**config.mk**
```make
export PLATFORM = sky130hd
export DESIGN_NAME = vec_issue
export DESIGN_NICKNAME = d
export VERILOG_FILES = /design/src/rtl/vec_pkg.sv /design/src/rtl/vec_scoreboard.sv /design/src/rtl/vec_issue.sv
export SDC_FILE = /design/constraint.sdc
export NUM_CORES = 1
export LEC_CHECK = 0
export ABC_AREA = 1
export CAP_MARGIN = 20
export CORE_ASPECT_RATIO = 1.1
export CORE_MARGIN = 2
export CORE_UTILIZATION = 35
export DETAILED_ROUTE_END_ITERATION = 7
export PLACE_DENSITY = 0.57
export SLEW_MARGIN = 20
export SYNTH_ARGS = -nofsm -noshare
export SYNTH_HDL_FRONTEND = slang
export SYNTH_SLANG_ARGS = --single-unit
```
**constraint.sdc**
```tcl
create_clock -name clk -period 1.85 [get_ports clk]
set_input_delay 0.185 -clock clk [delete_from_list [all_inputs] [get_ports clk]]
set_output_delay 0.185 -clock clk [all_outputs]
set_load 0.05 [all_outputs]
```
**src/rtl/vec_pkg.sv**
```systemverilog
// Shared types and constants for the vector issue stage.
package vec_pkg;

    localparam int unsigned DEF_WIDTH_ADDR = 4;
    localparam int unsigned DEF_OPW        = 4;
    localparam int unsigned DEF_CNT_W      = 16;

    // Register 0 is the FIFO-backed operand port.
    localparam int unsigned REG_FIFO = 0;
    localparam int unsigned NREG     = 2 ** DEF_WIDTH_ADDR;

    typedef struct packed {
        logic [DEF_OPW-1:0]        op;
        logic [DEF_WIDTH_ADDR-1:0] rd;
        logic [DEF_WIDTH_ADDR-1:0] ra;
        logic [DEF_WIDTH_ADDR-1:0] rb;
    } instr_t;

endpackage

```
**src/rtl/vec_scoreboard.sv**
```systemverilog
// Pending-write scoreboard: one bit per register, set wins over a same-cycle clear.
module vec_scoreboard #(
    parameter int unsigned WIDTH_ADDR = 4
) (
    input  logic                       clk,
    input  logic                       rstn,
    input  logic                       i_set,
    input  logic [WIDTH_ADDR-1:0]      i_set_addr,
    input  logic                       i_clr,
    input  logic [WIDTH_ADDR-1:0]      i_clr_addr,
    input  logic [WIDTH_ADDR-1:0]      i_lk_a,
    input  logic [WIDTH_ADDR-1:0]      i_lk_b,
    input  logic [WIDTH_ADDR-1:0]      i_lk_d,
    output logic                       o_pend_a,
    output logic                       o_pend_b,
    output logic                       o_pend_d,
    output logic [2**WIDTH_ADDR-1:0]   o_pending
);

    localparam int unsigned NUM_REG = 2 ** WIDTH_ADDR;

    logic [NUM_REG-1:0] r_pending;
    logic [NUM_REG-1:0] w_set_mask;
    logic [NUM_REG-1:0] w_clr_mask;
    logic [NUM_REG-1:0] w_pending_next;

    always_comb begin
        w_set_mask = '0;
        w_clr_mask = '0;
        if (i_set) begin
            w_set_mask[i_set_addr] = 1'b1;
        end
        if (i_clr) begin
            w_clr_mask[i_clr_addr] = 1'b1;
        end
        w_pending_next    = (r_pending & ~w_clr_mask) | w_set_mask;
        // r0 never carries a writeback, so it can never be pending.
        w_pending_next[0] = 1'b0;
    end

    always_ff @(posedge clk) begin
        if (!rstn) begin
            r_pending <= '0;
        end else begin
            r_pending <= w_pending_next;
        end
    end

    assign o_pend_a  = r_pending[i_lk_a];
    assign o_pend_b  = r_pending[i_lk_b];
    assign o_pend_d  = r_pending[i_lk_d];
    assign o_pending = r_pending;

endmodule

```
**src/rtl/vec_issue.sv**
```systemverilog
// Vector issue stage: one-entry holding register, scoreboard/FIFO gating, registered issue outputs.
module vec_issue
    import vec_pkg::*;
#(
    parameter int unsigned WIDTH_ADDR = DEF_WIDTH_ADDR,
    parameter int unsigned OPW        = DEF_OPW,
    parameter int unsigned CNT_W      = DEF_CNT_W
) (
    input  logic                  clk,
    input  logic                  rstn,
    input  logic                  in_valid,
    output logic                  in_ready,
    input  logic [OPW-1:0]        in_op,
    input  logic [WIDTH_ADDR-1:0] in_rd,
    input  logic [WIDTH_ADDR-1:0] in_ra,
    input  logic [WIDTH_ADDR-1:0] in_rb,
    input  logic                  stall,
    input  logic                  fifo_empty,
    input  logic                  wb_valid,
    input  logic [WIDTH_ADDR-1:0] wb_addr,
    output logic [WIDTH_ADDR-1:0] addra,
    output logic [WIDTH_ADDR-1:0] addrb,
    output logic                  rf_fifo_rd,
    output logic                  issue_valid,
    output logic [OPW-1:0]        issue_op,
    output logic [WIDTH_ADDR-1:0] issue_rd,
    output logic [CNT_W-1:0]      stall_cnt
);

    localparam int unsigned           NUM_REG   = 2 ** WIDTH_ADDR;
    localparam logic [WIDTH_ADDR-1:0] FIFO_ADDR = WIDTH_ADDR'(REG_FIFO);

    logic                  r_head_valid;
    logic [OPW-1:0]        r_head_op;
    logic [WIDTH_ADDR-1:0] r_head_rd;
    logic [WIDTH_ADDR-1:0] r_head_ra;
    logic [WIDTH_ADDR-1:0] r_head_rb;

    logic                  r_issue_valid;
    logic [OPW-1:0]        r_issue_op;
    logic [WIDTH_ADDR-1:0] r_issue_rd;
    logic [CNT_W-1:0]      r_stall_cnt;

    logic                  w_pend_a;
    logic                  w_pend_b;
    logic                  w_pend_d;
    logic [NUM_REG-1:0]    w_pending;
    logic                  w_hazard;
    logic                  w_reads_fifo;
    logic                  w_fifo_block;
    logic                  w_issue_fire;
    logic                  w_accept;
    logic                  w_sb_set;

    vec_scoreboard #(
        .WIDTH_ADDR (WIDTH_ADDR)
    ) u_scoreboard (
        .clk        (clk),
        .rstn       (rstn),
        .i_set      (w_sb_set),
        .i_set_addr (r_head_rd),
        .i_clr      (wb_valid),
        .i_clr_addr (wb_addr),
        .i_lk_a     (r_head_ra),
        .i_lk_b     (r_head_rb),
        .i_lk_d     (r_head_rd),
        .o_pend_a   (w_pend_a),
        .o_pend_b   (w_pend_b),
        .o_pend_d   (w_pend_d),
        .o_pending  (w_pending)
    );

    assign w_hazard     = w_pend_a || w_pend_b || w_pend_d;
    assign w_reads_fifo = (r_head_ra == FIFO_ADDR) || (r_head_rb == FIFO_ADDR);
    assign w_fifo_block = w_reads_fifo && fifo_empty;

    // Gated by rstn so nothing leaves the stage while reset is being sampled.
    assign w_issue_fire = rstn && r_head_valid && !w_hazard && !w_fifo_block && !stall;
    assign w_sb_set     = w_issue_fire && (r_head_rd != '0);

    assign in_ready   = !rstn || !r_head_valid || w_issue_fire;
    assign w_accept   = in_valid && in_ready;
    assign addra      = (rstn && r_head_valid) ? r_head_ra : '0;
    assign addrb      = (rstn && r_head_valid) ? r_head_rb : '0;
    assign rf_fifo_rd = w_issue_fire && w_reads_fifo;

    always_ff @(posedge clk) begin
        if (!rstn) begin
            r_head_valid <= 1'b0;
            r_head_op    <= '0;
            r_head_rd    <= '0;
            r_head_ra    <= '0;
            r_head_rb    <= '0;
        end else if (w_accept) begin
            r_head_valid <= 1'b1;
            r_head_op    <= in_op;
            r_head_rd    <= in_rd;
            r_head_ra    <= in_ra;
            r_head_rb    <= in_rb;
        end else if (w_issue_fire) begin
            r_head_valid <= 1'b0;
        end
    end

    // Issue outputs trail the fire cycle by one to line up with synchronous read data.
    always_ff @(posedge clk) begin
        if (!rstn) begin
            r_issue_valid <= 1'b0;
            r_issue_op    <= '0;
            r_issue_rd    <= '0;
        end else begin
            r_issue_valid <= w_issue_fire;
            if (w_issue_fire) begin
                r_issue_op <= r_head_op;
                r_issue_rd <= r_head_rd;
            end
        end
    end

    always_ff @(posedge clk) begin
        if (!rstn) begin
            r_stall_cnt <= '0;
        end else if (r_head_valid && !w_issue_fire && (r_stall_cnt != {CNT_W{1'b1}})) begin
            r_stall_cnt <= r_stall_cnt + 1'b1;
        end
    end

    assign issue_valid = r_issue_valid;
    assign issue_op    = r_issue_op;
    assign issue_rd    = r_issue_rd;
    assign stall_cnt   = r_stall_cnt;

endmodule
```
==> key figures, run 1 <==
STA
  • Slew @ Worst Pin: approximately 500 ps
  • Worst Slack Setup Final: -199.9 ps
  • Highest Clock Rate: between 0.4 and 0.5 GHz
  • # setup viols final: 40
  • Max Slew Vio Count: 0
  • Hold Vio Cnt, Final: 0
  • Tcrit/Tclk final: 110.8%
  • Final min period: 2050 ps
  • RSZ-0062 raised after global routing: true
  • Skew final: approximately 8.1 ps
  • Slew margin rel.: 65.70%

Yosys
  • Post-synthesis mux area share: 0%
  • Cell area after synthesis: roughly 3300 um^2
  • Post-Synth XOR/XNOR Area: between 3 and 4%
  • Number of synthesized register bits: 57
  • Synth Area in Compound Gates: 11.60%
  • Distinct cell type count after synthesis: 27
  • Mapped Cells: ~530
  • Mapped Avg Cell Area: between 6 and 7 um^2
  • Seq/Total Area, Yosys: about a third
  • Post-synth EDFFs: 0
  • Largest cells by area after synthesis: dfxtp_1, nand2_1, nand3_1
  • Main combinational cell family by area after synthesis: simple AND/OR/NAND/NOR gates
  • Biggest area consumer among synthesized cells: dfxtp_1
  • YS warnings: 0
  • Fraction of registers with async set or reset after synthesis: 0%
  • Post-synthesis net count: 556
  • Commonest cells post-synth: nand2_1, nor2_1, inv_1
  • Synth Area in Adders: less than 1%
  • Post-Synth Simple-Gate Area: 38.38%
  • Ys flop type: dfxtp_1
  • Yosys top cell area share: between 30% and 40%
  • Top-count cell post-synth: nand2_1

Clocking
  • Clock-pin transition on the worst setup and hold timing paths: around 70 ps
  • TritonCTS clock tree: built
  • Clk_lat worst skew: around 350 ps
  • Root Buffer: clkbuf_8
  • H-tree depth: 3
  • Hold_buf cts: 0
  • CTS Buf Count: 9
  • Clock Path Buffers: 2
  • Clk sinks: 57

Drt
  • Routed wire length: around 10,000 um
  • WL per Instance: approximately 14 um
  • Via density: 4.945
  • Routed vias: about 3,700
  • Routed Antenna Nets: 0
  • Initial drt markers: 150
  • First-pass iteration count of the detailed router: 4
  • Drc violations: 0

Floorplanning
  • Die area: a little over 10,000 um^2
  • Row cnt: 37
  • Chip height: about 110 um
  • IO Pins: 61
  • Initial core utilization: about 36%
  • Die Wd: between 90 and 100 um
  • Core area: 9305 um^2

Power and ir drop
  • Lkg Pwr: about 2.1 nW
  • P per Cell Area: roughly 660 nW/um^2
  • Worst VDD drop: about 0.34 mV

GRT
  • Vias in the first global route: approximately 3,400
  • Largest net degree at the start of global routing: 34
  • Initial antenna violation count: 0
  • Gr ovfl total: 0
  • All-Layer GR Usage: 18.85%
  • First-pass GRT wire length: roughly 16,000 um

Cells and area
  • Fin util: a little over half
  • Filler cell count: slightly below 900
  • # nets final: approximately 650
  • Fraction of layout cells with a size suffix above 1: between 20% and 30%
  • # diodes: 0
  • Final instance area: ~5100 um^2
  • Layout area overhead: 52.38%

Place
  • Hpwl dp: roughly 7100 um
  • Pre-CTS WS: -111.6 ps
  • Cell Area, Placed: 4353 um^2
  • Port buffer count: 60
  • Final GP Congestion: ~0.90

Worst hold path
  • Hold Crit Class: in -> reg

Setup path
  • Delay-heaviest family, CP: simple AND/OR/NAND/NOR gates
  • CP Class: reg -> out
  • R2R setup slack: -170 ps
  • Required @ worst endpoint: 1660 ps
  • Crit-path max cell delay: between 300 and 400 ps
  • Crit. End Element: output port
  • Critical path origin: r_head_rd[0]
  • CP endpoint: in_ready
  • Crit path cell chain: buf_8, nor2_4, nand2_1, nand2_1, nor2_1, nor2_1, nor2_1, nand2_1, nor2_2, nand2_4, nand2_8, buf_12, buf_12
  • Reg2Reg Depth: 16
  • Worst Path Arrival: around 1900 ps
  • Reg2reg start: r_head_rd[0]
  • Levels on crit path: 13
  • Worst path bufs/invs: 3
  • Reg2Reg Capture Point: stall_cnt[15]
  • CP max FO: 8
  • Worst setup SP type: flop
  • Slowest-stage cell, CP: dfxtp_4

Run
  • Max-Cap Viols: 0

Outcome
  • Outcome: finished, violations left
  • Failing checks: setup timing
[how the worst min path moves through the flow]
stage	start	to	slack, ps	cells after the start
after detailed placement	r_head_op[0]	r_head_op[0]	460	2
after global placement	r_head_op[0]	r_head_op[0]	460	2
after floorplan	rstn	stall_cnt[1]	370	2
after global routing	in_rb[3]	r_head_rb[3]	500	5
after CTS	in_rb[1]	r_head_rb[1]	470	5
final	in_op[1]	r_head_op[1]	470	5
[cell type report]
class	count	area [um^2]	area share [%]
clock inverter	5	80.08	1.571
inverter	66	262.8	5.156
sequential	57	1170	22.96
multi-input combinational	382	2106	41.32
clock buffer	11	131.4	2.578
timing repair inverter	1	8.758	0.1719
timing repair buffer	102	1191	23.37
tap	117	146.4	2.873
[cell families (layout without fill, tap and decap cells)]
kind of cell | after synthesis | count (layout)
and+or+nand+nor | 293 | 294
DFF | 57 | 57
xor gates and xnor gates | 12 | 12
buffers and inverters | 91 | 185
AOI/OAI and AO/OA | 75 | 75
adders and majority gates | 1 | 1
[placed cells by master (no fill, tap or decap), types with 2 or more instances in the layout]
cell | Yosys | routed
nand3_4 | 1 | 4
o211ai_1 | 3 | 3
nand3_2 | 0 | 15
buf_12 | 0 | 16
inv_1 | 62 | 60
xnor2_1 | 4 | 4
nor2_2 | 2 | 5
clkinvlp_4 | 0 | 2
clkdlybuf4s50_1 | 0 | 46
clkbuf_8 | 0 | 9
nand2_2 | 1 | 20
buf_6 | 5 | 7
nor3_1 | 3 | 3
o31ai_1 | 2 | 2
a21oi_1 | 48 | 26
dfxtp_2 | 0 | 11
nand3_1 | 59 | 42
dlymetal6s2s_1 | 0 | 3
nor2_1 | 75 | 71
a21oi_2 | 0 | 21
nand4_1 | 16 | 16
o21ai_2 | 0 | 7
nand2_1 | 130 | 111
buf_8 | 1 | 4
inv_2 | 3 | 3
dfxtp_4 | 0 | 4
xor2_1 | 8 | 8
o21ai_0 | 22 | 13
dfxtp_1 | 57 | 42
bufinv_16 | 0 | 2
nor2_4 | 4 | 5
clkbuf_1 | 10 | 2
buf_4 | 6 | 23
[metal layers]
layer,GRT usage (%),part of all wire (%),up-vias
met4,8.149,2.1,0
li1,-,-,1875
met2,30.61,48,103
met5,0,0,-
met1,24.37,45,1665
met3,3.682,5.0,21
[worst min-delay path, cell delays in order]
cell	delay, ps
clkdlybuf4s50_1	390
inv_1	50
nand3_1	60
nand2_1	60
nor2_1	30
[flip-flops by register name (all words and copies together), names as in the netlist, 4 cells and up]
name / cells
issue_rd: 4
stall_cnt: 16
issue_op: 4
r_head_op: 4
u_scoreboard.o_pending: 15
r_head_rb: 4
r_head_ra: 4
r_head_rd: 4
[per-stage QoR]
stage	TNS, ps	hold WS [ps]	power, mW	cells
final	-4364	471.5	3.377	741
after global routing	-10820	497.4	3.507	741
after CTS	-4210	466.8	3.321	736
after detailed placement	-2362	461.9	1.994	713
after global placement	-2564	461.9	1.986	713
after floorplan	0	374.6	1.733	529
[power by group]
part	switching, mW	internal (mW)
logic	0.427	0.325
registers	0.0519	1.28
clock network	0.539	0.757
total	1.02	2.36
[repair_timing]
item                                    in CTS  in global routing
setup buffers                                5                  4
gates cloned                                 3                  1
pin swaps                                    5                 22
gates resized for setup                     29                 93
endpoints found under the setup margin      39                 62
No activity file was read; power rests on OpenSTA's default activity.
==> run 2: changes to the inputs <==
--- a/config.mk
+++ b/config.mk
@@ -8,7 +8,6 @@
 export ABC_AREA = 1
 export CAP_MARGIN = 20
 export CORE_ASPECT_RATIO = 1.1
-export CORE_MARGIN = 2
 export CORE_UTILIZATION = 35
 export DETAILED_ROUTE_END_ITERATION = 7
 export PLACE_DENSITY = 0.57
==> run 2 against run 1 <==
Against the previous run:
- the run still ends with setup timing left
- utilization shrank 3.5 points
- hold slack got worse by 5.0 ps
- worst setup slack gained 48 ps
- count of clock-buffer cells in the layout decreased by 2
- final cell count grew 0.27%
- flip-flop and latch count unchanged
- largest cell class unchanged
- largest power group is now the clock network
==> key figures, run 2 (synthesized netlist as in run 1, its figures left out) <==
GRT
  • Initial antenna violation count: 0
  • Largest net degree at the start of global routing: 34
  • All-Layer GR Usage: about 20%
  • Gr ovfl total: 0
  • Vias in the first global route: between 3,000 and 4,000
  • First-pass GRT wire length: 15,860 um

Cells and area
  • Largest register FFs: 16
  • Fraction of layout cells with a size suffix above 1: between 10% and 20%
  • Area occupied by multi-input gates: between 1500 and 2000 um^2
  • Most frequent cells in the layout: nand2_1, nor2_1, inv_1
  • Finished Layout Cells: 743
  • Commonest non-fill, non-tap cell in the layout: nand2_1
  • Layout area overhead: 42.65%
  • Final instance area: ~4800 um^2
  • Filler cell count: 941
  • Reg area: roughly 1200 um^2
  • # nets final: about 650
  • # diodes: 0
  • Fin util: 51.27%

Floorplanning
  • Row cnt: 37
  • Die area: about 10000 um^2
  • Die Wd: roughly 95 um
  • IO Pins: about 60
  • Core area: 9305 um^2
  • Initial core utilization: a little over a third
  • Chip height: about 100 um

Outcome
  • Outcome: finished, violations left
  • Failing checks: setup timing

Power and ir drop
  • Worst VDD drop: approximately 0.38 mV
  • Sw Pwr: slightly above 1 mW
  • Comb pwr share: 20.4%
  • Register share of total power: ~40%
  • Design Power: ~3.4 mW
  • Switching share of total power: a little under a third
  • Clk pwr share: 40.1%
  • Internal Pwr Total: 2.344 mW
  • P per Cell Area: ~700 nW/um^2
  • Lkg Pwr: a little over 2 nW

Clocking
  • H-tree depth: 3
  • Clock-pin transition on the worst setup and hold timing paths: about 70 ps
  • Root Buffer: clkbuf_8
  • CTS Buf Count: 9
  • Clk_lat worst skew: between 300 and 400 ps
  • Clock Path Buffers: 2
  • TritonCTS clock tree: built
  • Clk sinks: between 50 and 60

Setup path
  • Worst Path Arrival: between 1500 and 2000 ps
  • Most frequent CP cell: nand2_1
  • Required @ worst endpoint: 1660 ps
  • Crit. End Element: output port
  • CP Class: reg -> out
  • Slowest-stage cell, CP: dfxtp_2
  • CP max FO: 13
  • Crit-path max cell delay: between 300 and 400 ps
  • Worst setup SP type: flop
  • Crit path cell chain: buf_8, o211ai_1, nand2_1, nand2_1, nand3_2, nor2_4, nand2_4, a21oi_4, buf_12

STA
  • RSZ-0062 raised after global routing: true
  • # setup viols final: 2
  • Tcrit/Tclk final: 108.2%
  • Skew final: 11.73 ps
  • Worst Slack Setup Final: -151.7 ps
  • Hold Vio Cnt, Final: 0
  • Max Slew Vio Count: 0
  • Slew margin rel.: around 64%
  • Final min period: roughly 2000 ps
  • Hold Worst Slack: roughly 470 ps
  • Slew @ Worst Pin: approximately 540 ps
  • Highest Clock Rate: 0.4996 GHz

Place
  • DP Cell Count: 723
  • Hpwl dp: 7119 um
  • Port buffer count: 60
  • Final GP Congestion: around 0.96
  • Cell Area, Placed: about 4400 um^2

Drt
  • Routed vias: 3,650
  • Via density: around 4.9
  • Routed Antenna Nets: 0
  • Drc violations: 0
  • Routed wire length: 9661 um
  • Initial drt markers: 172
  • First-pass iteration count of the detailed router: 4
  • WL per Instance: 13.00 um

Run
  • Max-Cap Viols: 0

Worst hold path
  • Hold Crit Class: in -> reg
-- run 2: changes by cell type in the layout (fill, tap and decap cells not counted), moves of 4 or more --
cell,previous run,this run
nand2_2,20,7
a21oi_1,26,46
buf_4,23,35
o21ai_0,13,17
o21ai_2,7,0
buf_12,16,12
nand2_1,111,124
nand3_2,15,3
nand3_1,42,56
a21oi_2,21,1
o21ai_1,1,5
-- run 2: path summary, 6_finish.rpt --
kind / endpoint / cells after the start / slack [ps] / from
setup / recovery: rf_fifo_rd / 9 / -150 / r_head_ra[0]
hold / removal: r_head_ra[0] / 5 / 470 / in_ra[0]
setup reg to reg: stall_cnt[12] / 15 / 30 / r_head_ra[0]
hold reg to reg: issue_op[1] / 2 / 480 / issue_op[1]
-- run 2: power groups by stage --
stage          clock [mW]  combinational, mW  sequential (mW)
3_3_place_gp            0              0.656             1.34
4_1_cts              1.37              0.683             1.32
2_1_floorplan           0              0.353             1.38
3_5_place_dp            0              0.660             1.34
5_1_grt              1.42              0.756             1.33
6_report             1.35              0.686             1.33
-- run 2: layout make-up --
cell class | count | share of cell area (%)
Sequential cell | 57 | 24.55
Clock buffer | 9 | 2.596
Clock inverter | 7 | 2.151
Inverter | 66 | 5.507
Timing Repair Buffer | 105 | 23.11
Tap cell | 117 | 3.068
Multi-Input combinational cell | 382 | 39.02
-- run 2: critical path, delay by kind of cell (launching register included) --
family	cells	cell delay (ps)
buffers and inverters	2	300
flip-flops	1	340
AND/OR/NAND/NOR	5	500
AO/OA/AOI/OAI	2	340
-- run 2: repair_timing --
| item | in CTS | in global routing |
|---|---|---|
| cloned | 0 | 1 |
| pin swaps | 4 | 11 |
| gates resized for setup | 16 | 34 |
| buffers inserted | 5 | 0 |
| endpoints found under the setup margin | 2 | 60 |
| hold buffers | 0 | 0 |
-- run 2: metal layers --
metal / up-vias / global-route usage, % / wire, um
li1: 1870 / - / -
met1: 1657 / 26.50 / 4441
met2: 103 / 32.35 / 4527
met3: 20 / 3.289 / 456
met4: 0 / 9.091 / 237
met5: - / 0 / 0
-- run 2: metrics by stage --
| step | worst slack (ps) | setup TNS (ps) |
|---|---|---|
| 3_3_place_gp | -105.4 | -2022 |
| 6_report | -151.7 | -292.3 |
| 4_1_cts | -185.4 | -369.3 |
| 3_5_place_dp | -94.54 | -1937 |
| 5_1_grt | -245.7 | -2670 |
| 2_1_floorplan | 2.790 | 0 |
